$ cat config.mk
export PLATFORM = sky130hd
export DESIGN_NAME = pipelined_adder
export DESIGN_NICKNAME = d
export VERILOG_FILES = /design/src/rtl/add_pkg.sv /design/src/rtl/adder_segment.sv /design/src/rtl/fulladd.sv /design/src/rtl/pipelined_adder.sv
export SDC_FILE = /design/constraint.sdc
export NUM_CORES = 1
export LEC_CHECK = 0
export ABC_AREA = 1
export CAP_MARGIN = 20
export CORE_ASPECT_RATIO = 0.75
export CORE_UTILIZATION = 57
export CTS_BUF_LIST = sky130_fd_sc_hd__clkbuf_16
export DETAILED_ROUTE_END_ITERATION = 6
export DONT_BUFFER_PORTS = 1
export GPL_TIMING_DRIVEN = 0
export PLACE_DENSITY = 0.75
export SLEW_MARGIN = 10
export SYNTH_ARGS = -nofsm -noshare
export SYNTH_HDL_FRONTEND = slang
export SYNTH_SLANG_ARGS = --single-unit
$ cat constraint.sdc
create_clock -name clk -period 7.28 [get_ports clk]
set_input_delay 0.728 -clock clk [delete_from_list [all_inputs] [get_ports clk]]
set_output_delay 0.728 -clock clk [all_outputs]
set_load 0.03 [all_outputs]
$ cat src/rtl/add_pkg.sv
// rtl/add_pkg.sv - shared constants, op-mode encoding and segment sizing for the pipelined adder
package add_pkg;

  localparam int DEF_WIDTH  = 64;
  localparam int DEF_STAGES = 4;

  typedef enum logic {
    OP_ADD = 1'b0,
    OP_SUB = 1'b1
  } op_e;

  function automatic int seg_width(input int width, input int stages);
    return width / stages;
  endfunction

endpackage

$ cat src/rtl/adder_segment.sv
// rtl/adder_segment.sv - SEG-bit ripple segment with registered sum, carry-out and overflow
module adder_segment #(
  parameter int SEG = 16
) (
  input  logic           clk,
  input  logic           rst_n,
  input  logic           en,
  input  logic [SEG-1:0] a,
  input  logic [SEG-1:0] b,
  input  logic           ci,
  output logic [SEG-1:0] sum_q,
  output logic           cout_q,
  output logic           ovf_q
);

  logic [SEG:0]   c;
  logic [SEG-1:0] s;

  assign c[0] = ci;

  for (genvar i = 0; i < SEG; i++) begin : gen_fa
    fulladd u_fa (
      .a  (a[i]),
      .b  (b[i]),
      .ci (c[i]),
      .s  (s[i]),
      .co (c[i+1])
    );
  end

  // Carry into the top bit differing from carry out of it is signed overflow.
  always_ff @(posedge clk or negedge rst_n) begin
    if (!rst_n) begin
      sum_q  <= '0;
      cout_q <= 1'b0;
      ovf_q  <= 1'b0;
    end else if (en) begin
      sum_q  <= s;
      cout_q <= c[SEG];
      ovf_q  <= c[SEG] ^ c[SEG-1];
    end
  end

endmodule

$ cat src/rtl/fulladd.sv
// rtl/fulladd.sv - one-bit full adder cell
module fulladd (
  input  logic a,
  input  logic b,
  input  logic ci,
  output logic s,
  output logic co
);

  assign s  = a ^ b ^ ci;
  assign co = (a & b) | (ci & (a ^ b));

endmodule

$ cat src/rtl/pipelined_adder.sv
// rtl/pipelined_adder.sv - STAGES-deep segmented adder/subtractor with valid/ready streaming
module pipelined_adder
  import add_pkg::*;
#(
  parameter int WIDTH  = DEF_WIDTH,
  parameter int STAGES = DEF_STAGES
) (
  input  logic             clk,
  input  logic             rst_n,
  input  logic             in_valid,
  output logic             in_ready,
  input  logic [WIDTH-1:0] x,
  input  logic [WIDTH-1:0] y,
  input  logic             cin,
  input  logic             sub,
  output logic             out_valid,
  input  logic             out_ready,
  output logic [WIDTH-1:0] z,
  output logic             cout,
  output logic             ovf
);

  localparam int SEG = seg_width(WIDTH, STAGES);

  if (STAGES < 1 || (WIDTH % STAGES) != 0) begin : gen_cfg_err
    $error("pipelined_adder: WIDTH must be a positive multiple of STAGES");
  end

  logic              adv;
  logic [WIDTH-1:0]  yp;
  logic              c0;
  logic [STAGES-1:0] vld;
  logic [STAGES-1:0] cq;
  logic [STAGES-1:0] oq;
  logic [SEG-1:0]    sq [STAGES];

  // Whole pipe advances or holds together; no bubble collapsing.
  assign adv       = out_ready || !out_valid;
  assign in_ready  = adv;
  assign out_valid = vld[STAGES-1];
  assign yp        = (sub == OP_SUB) ? ~y : y;
  assign c0        = (sub == OP_SUB) ? 1'b1 : cin;
  assign cout      = cq[STAGES-1];
  assign ovf       = oq[STAGES-1];

  always_ff @(posedge clk or negedge rst_n) begin
    if (!rst_n) begin
      vld <= '0;
    end else if (adv) begin
      vld[0] <= in_valid;
      for (int k = 1; k < STAGES; k++) begin
        vld[k] <= vld[k-1];
      end
    end
  end

  for (genvar k = 0; k < STAGES; k++) begin : gen_stage
    localparam int D = STAGES - 1 - k;

    logic [SEG-1:0] a;
    logic [SEG-1:0] b;
    logic           ci;

    if (k == 0) begin : gen_head
      assign a  = x[SEG-1:0];
      assign b  = yp[SEG-1:0];
      assign ci = c0;
    end else begin : gen_skew
      // Stage k sees its operand slices k cycles late, aligned with the incoming carry.
      logic [SEG-1:0] sx [k];
      logic [SEG-1:0] sy [k];

      always_ff @(posedge clk or negedge rst_n) begin
        if (!rst_n) begin
          for (int j = 0; j < k; j++) begin
            sx[j] <= '0;
            sy[j] <= '0;
          end
        end else if (adv) begin
          sx[0] <= x[k*SEG +: SEG];
          sy[0] <= yp[k*SEG +: SEG];
          for (int j = 1; j < k; j++) begin
            sx[j] <= sx[j-1];
            sy[j] <= sy[j-1];
          end
        end
      end

      assign a  = sx[k-1];
      assign b  = sy[k-1];
      assign ci = cq[k-1];
    end

    adder_segment #(.SEG(SEG)) u_seg (
      .clk    (clk),
      .rst_n  (rst_n),
      .en     (adv),
      .a      (a),
      .b      (b),
      .ci     (ci),
      .sum_q  (sq[k]),
      .cout_q (cq[k]),
      .ovf_q  (oq[k])
    );

    if (D == 0) begin : gen_last
      assign z[k*SEG +: SEG] = sq[k];
    end else begin : gen_deskew
      logic [SEG-1:0] dq [D];

      always_ff @(posedge clk or negedge rst_n) begin
        if (!rst_n) begin
          for (int j = 0; j < D; j++) begin
            dq[j] <= '0;
          end
        end else if (adv) begin
          dq[0] <= sq[k];
          for (int j = 1; j < D; j++) begin
            dq[j] <= dq[j-1];
          end
        end
      end

      assign z[k*SEG +: SEG] = dq[D-1];
    end
  end

endmodule

== After elaboration in Yosys (flattened, before gate mapping) ==
Cells that the tools add are included.

* Register bits after elaboration: 361
* Bits in latches: 0
* Bits in writable memories: 0
* Memory bits (read-only): 0
* Input port bits: 134
* Output and inout port bits: 68
* Memories kept: 0

* Add/subtract/negate cells: 0
* Multipliers: 0
* Div/mod/pow operators: 0
* Order comparisons: 0
* Equal/unequal tests: 0
* Shifts and indexed selects: 0
* Multiplexer cells: 2
* Bitwise gates (word level): 322
* Reduce and logical (&&, ||, !) cells: 2

{| class="wikitable"
|+ Operators with widths
! operator !! count
|-
| bitwise XOR 1 bit || 129
|-
| bitwise AND 1 bit || 128
|-
| two-way mux 64 bit || 1
|-
| NOT 64 bit || 1
|-
| OR 1 bit || 64
|-
| logical NOT 1 bit || 1
|-
| logical OR 1 bit || 1
|-
| two-way mux 1 bit || 1
|}

== Longest topological paths before layout ==
* Word-level depth: 35
* Depth in mapped cells: 25
* Mapped depth without buffers: 23

== Hierarchy ==
From an unflattened synthesis, not the netlist that was laid out.

* Cell total of the unflattened synthesis: 1787
* Area, all modules: 16138.0 µm²

{| class="wikitable"
|+ By module, submodules not included
! module !! instances !! cells an instance !! area an instance (µm²) !! sequential area each (µm²)
|-
| pipelined_adder || 1 || 1407 || 11959.0 || 7307.0
|-
| adder_segment || 4 || 79 || 724.4 || 450.4
|-
| fulladd || 64 || 1 || 20.0 || 0.0
|}

== Worst setup path after synthesis ==
OpenSTA, ideal clock, no wires.

* Path type: reg-to-reg
* Start: register gen_stage[3].gen_skew.sx (netlist bit gen_stage[3].a[0])
* End: register gen_stage[3].u_seg.sum_q[15]
* Setup time: 0.083 ns
* Arrival time: 7.551 ns
* Required time: 7.197 ns
* Setup slack: -0.353 ns
* Cell stages (with the launch flop): 21
* Buffers on the path: 0
* Clock period less this slack: 7.633 ns
* Cells stage by stage: dfrtp_1 > fa_1 > fa_1 > fa_1 > fa_1 > fa_1 > fa_1 > fa_1 > fa_1 > fa_1 > fa_1 > fa_1 > fa_1 > fa_1 > inv_1 > fa_1 > inv_1 > fa_1 > inv_1 > fa_1 > o21ai_0

* Cells in the longest elaborated chain, start to end: 32
* Elaborated cells on any way between the ends: 33
* Classes of those cells: bitwise: 33

{| class="wikitable"
|+ RTL lines
! what !! line !! text
|-
| from (decl) || pipelined_adder.sv:70 || <nowiki>logic [SEG-1:0] sx [k];</nowiki>
|-
| from (signal, indexed assignment) || pipelined_adder.sv:83 || <nowiki>sx[j] <= sx[j-1];</nowiki>
|-
| bitwise XOR 1 bit || fulladd.sv:11 || <nowiki>assign co = (a & b) | (ci & (a ^ b));</nowiki>
|-
| bitwise AND 1 bit || fulladd.sv:11 ||
|-
| OR 1 bit * || fulladd.sv:11 ||
|-
| bitwise AND 1 bit * || fulladd.sv:11 ||
|-
| OR 1 bit * || fulladd.sv:11 ||
|-
| bitwise AND 1 bit * || fulladd.sv:11 ||
|-
| OR 1 bit * || fulladd.sv:11 ||
|-
| bitwise AND 1 bit * || fulladd.sv:11 ||
|-
| (+16 left out) || -- ||
|-
| OR 1 bit * || fulladd.sv:11 ||
|-
| bitwise AND 1 bit * || fulladd.sv:11 ||
|-
| OR 1 bit * || fulladd.sv:11 ||
|-
| bitwise AND 1 bit * || fulladd.sv:11 ||
|-
| OR 1 bit * || fulladd.sv:11 ||
|-
| bitwise AND 1 bit * || fulladd.sv:11 ||
|-
| OR 1 bit * || fulladd.sv:11 ||
|-
| bitwise XOR 1 bit * || fulladd.sv:10 || <nowiki>assign s = a ^ b ^ ci;</nowiki>
|-
| to (signal assigned) || adder_segment.sv:38 || <nowiki>sum_q <= s;</nowiki>
|-
| to (decl) || adder_segment.sv:11 || <nowiki>output logic [SEG-1:0] sum_q,</nowiki>
|}

Mark *: on every way between the ends. The rest lies on a longest branch, timed or not.
A chain may end at the register's enable or synchronous reset.

== Final worst setup path ==
* Start: input sub
* End: register gen_stage[0].u_seg.sum_q[15]

* Cells in the longest elaborated chain, start to end: 33
* Elaborated cells on any way between the ends: 64
* Classes of those cells: mux: 2; bitwise: 62

{| class="wikitable"
|+ RTL lines
! what !! line !! text
|-
| from (decl) || pipelined_adder.sv:15 || <nowiki>input logic sub,</nowiki>
|-
| two-way mux 64 bit || pipelined_adder.sv:41 || <nowiki>assign yp = (sub == OP_SUB) ? ~y : y;</nowiki>
|-
| bitwise XOR 1 bit || fulladd.sv:11 ||
|-
| bitwise AND 1 bit || fulladd.sv:11 ||
|-
| OR 1 bit || fulladd.sv:11 ||
|-
| bitwise AND 1 bit || fulladd.sv:11 ||
|-
| OR 1 bit || fulladd.sv:11 ||
|-
| bitwise AND 1 bit || fulladd.sv:11 ||
|-
| OR 1 bit || fulladd.sv:11 ||
|-
| (+18 left out) || -- ||
|-
| bitwise AND 1 bit || fulladd.sv:11 ||
|-
| OR 1 bit || fulladd.sv:11 ||
|-
| bitwise AND 1 bit || fulladd.sv:11 ||
|-
| OR 1 bit || fulladd.sv:11 ||
|-
| bitwise AND 1 bit || fulladd.sv:11 ||
|-
| OR 1 bit || fulladd.sv:11 ||
|-
| bitwise XOR 1 bit * || fulladd.sv:10 ||
|-
| via gen_stage[0].u_seg.gen_fa[15].u_fa.s || fulladd.sv:6 || <nowiki>output logic s,</nowiki>
|-
| to (signal assigned) || adder_segment.sv:38 ||
|-
| to (decl) || adder_segment.sv:11 ||
|}

Mark *: on every way through the listed nets, which the timed path passes. The rest lies on a longest branch.

==> results.cfg <==
[sta]
fmax_mhz = 141.1
worst_pin_slew_ns = 0.9377
skew_ns = 0.01866
period_needed_ns = 7.086
relSlewSlack_pct = 37.48
min_period_over_period_pct = 97.33
setup_viol = 0
drv_slew = 0
hold_slack_ns = -0.09684
rsz0062_at_grt = no
final_hold_viol_count = 134

[yosys]
yosysSeqAreaShare_pct = 56.71
yosys_most_used_dff = dfrtp_1
ys_ff_latch = 361
synth_compound_area_share_pct = 4.493
syn_nets = 1947
synth.area.mux_share_pct = 0
synth.most_common_cell = nand2_1
synth_top_cell_by_area = dfrtp_1
synth_xor_area_share_pct = 0.8797
ys_types = 17
netlist_area_um2 = 15930
synth_top_family_by_area = simple AND/OR/NAND/NOR gates
synthSimpleGateAreaFrac_pct = 21.53
synth_edf_count = 0
synth_area_leaders = dfrtp_1 (57%), nand2_1 (20%), fa_1 (8.0%)
synthCells = 1749
synth_top_area_share_pct = 56.71
ys_warn_count = 0
avgSynthCellArea_um2 = 9.108
synthAdderAreaFrac_pct = 8.043
synth-async-reset-ratio_pct = 100.0
synthTopCellsByCount = nand2_1 (844), dfrtp_1 (361), inv_1 (145), o21ai_0 (143), fa_1 (64)

[global_route]
grt.total_usage_pct = 27.41
grt_pass1_vias = 11340
grt_pass1_wl_mm = 60.37
grt_max_degree = 362
grt_antenna_before_repair = 0
grt-ovfl-total = 0

[cells_and_area]
fill_cells = 2257
diodes = 0
finish.utilization_pct = 64.75
layout-drive-gt1-share_pct = 11.32
area_delta_synth_final_pct = 10.55
final_nets = 1986

[route]
vias_per_cell = 5.164
num_vias = 11170
dr.first_iter.drc_count = 873
postRouteAntennaNets = 0
drt-total-wl_mm = 37.41
drc = 0
wl_per_cell_um = 17.30
drt_first_pass_iters = 5

[pwr]
power.total_uw = 8177
vdd_drop_max_uv = 190.5
p_per_area_nw_per_um2 = 464.4
p_leak_uw = 0.009202

[placed_design]
io_buffers = 0
gp_congestion = 0.8565
dp_hpwl_mm = 26.51

[setup_path]
startpoint = sub
rr_worst_depth = 20
required_ns = 7.67
regToRegSetupSlack_ns = 0.25
worstSetupPathType = input port to register
end_kind = register
reg2reg_to = gen_stage[2].u_seg.sum_q[15]
cp-start-kind = input port
worst_ep_arrival_time_ns = 7.48
critPathCapture = gen_stage[0].u_seg.sum_q[15]
worstPathMaxFanout = 10
timing.rr.start = gen_stage[1].u_seg.cout_q

[die]
io_pins = 202
fp-row-count = 52
core_um2 = 27200
chipWidth_um = 195.0
start_util_pct = 58.57
die_area_um2 = 28630
die_height_um = 146.8

[clocking]
cts_sinks = 361
cts-buffers-inserted = 36
htreeDepth = 2
clkTransAtPathRegs_ns = 0.06
cts_tree = built
clockBufferDepth = 3
cts-root-buf = clkbuf_16
clock_latency_ns = 0.53

[outcome]
violations = hold timing
status = finished with violations

[job]
maxCapViolCount = 0

[worst_hold_path]
hold_path.class = input port to asynchronous set/reset pin
-- cells by family (layout without fill, tap and decap cells) --
family	Yosys count	after routing
AOI/OAI and AO/OA	143	143
adders and majority gates	64	64
xor gates and xnor gates	16	16
DFF	361	361
buffers and inverters	269	331
and+or+nand+nor	896	896
-- per-layer routing --
layer	GRT usage, %	part of all wire, %
met5	0	0
met4	8.740	2.6
met3	5.693	6.7
met2	42.09	45
met1	39.61	45
-- registers in the layout, indices dropped and copies added, names as in the netlist --
signal and count:
vld 4, z 32, gen_stage.u_seg.sum_q 64, gen_stage.gen_deskew.dq 64, gen_stage.gen_skew.sy 48, gen_stage.b 48
gen_stage.a 48, gen_stage.gen_skew.sx 48, gen_stage.u_seg.cout_q 4, gen_stage.u_seg.ovf_q 1
-- worst max-delay path, cell delays in order --
cell and delay [ns]:
buf_6 0.17, buf_8 0.18, xor2_2 0.16, fa_1 0.19, inv_1 0.06, fa_1 0.38
fa_1 0.39, fa_1 0.38, fa_1 0.38, fa_1 0.38, fa_1 0.39, fa_1 0.39
fa_1 0.37, inv_1 0.08, fa_1 0.17, inv_1 0.05, fa_1 0.37, fa_1 0.40
fa_1 0.40, fa_1 0.39, fa_1 0.37, inv_1 0.08, fa_1 0.45, nand2_1 0.09
o21ai_0 0.07
-- cell usage in the layout (no fill, tap or decap), drive strengths merged --
cell      instances
xnor2            13
xor2              3
clkinvlp          1
nand2           845
clkbuf           54
inv             152
buf             107
clkinv           14
bufinv            3
nor2              1
o21ai           143
fa               64
or2               1
dfrtp           361
nand3            49
-- power by group --
part | total, uW | internal, uW | switching, uW | leakage [uW]
Clock | 1780 | 1020 | 760 | 0.000571
Sequential | 3670 | 2900 | 765 | 0.00436
Combinational | 2730 | 1070 | 1660 | 0.00427
-- stage by stage --
stage          TNS (ns)  setup slack [ns]  std cells  instance area [um^2]
6_report              0            0.1944       2162                 17610
5_1_grt               0           0.01119       2162                 17610
4_1_cts               0         0.0002460       2162                 17590
3_5_place_dp     -3.146           -0.6281       2100                 16420
3_3_place_gp     -2.085           -0.4346       2100                 16420
2_1_floorplan  -0.04064          -0.04064       1749                 15980
-- how the worst min path moves through the flow --
stage / start / endpoint / slack (ns) / cells after the start
final: rst_n / z[3] / -0.1 / 0
after global routing: rst_n / z[3] / -0.11 / 0
after CTS: rst_n / z[2] / -0.11 / 0
after detailed placement: rst_n / z[2] / 0.44 / 0
after global placement: vld[2] / vld[3] / 0.43 / 2
after floorplan: vld[2] / vld[3] / 0.42 / 2
-- layout make-up --
type                       count  area, um^2  share of cell area [%]
sequential                   361        9035                   51.31
multi-input combinational   1119        5674                   32.22
clock buffer                  37       925.9                   5.258
buffer                       123       797.0                   4.526
inverter                     146       548.0                   3.112
tap                          351       439.2                   2.494
clock inverter                24       182.7                   1.037
timing repair buffer           1       7.507                 0.04263
-- what timing repair did --
action / CTS / global route
hold endpoints to repair: 361 / 361
resized for setup: 22 / 12
pin swaps: 3 / 12
endpoints found under the setup margin: 10 / 6
setup buffers: 1 / 0
Power figures use the tool's default switching activity.
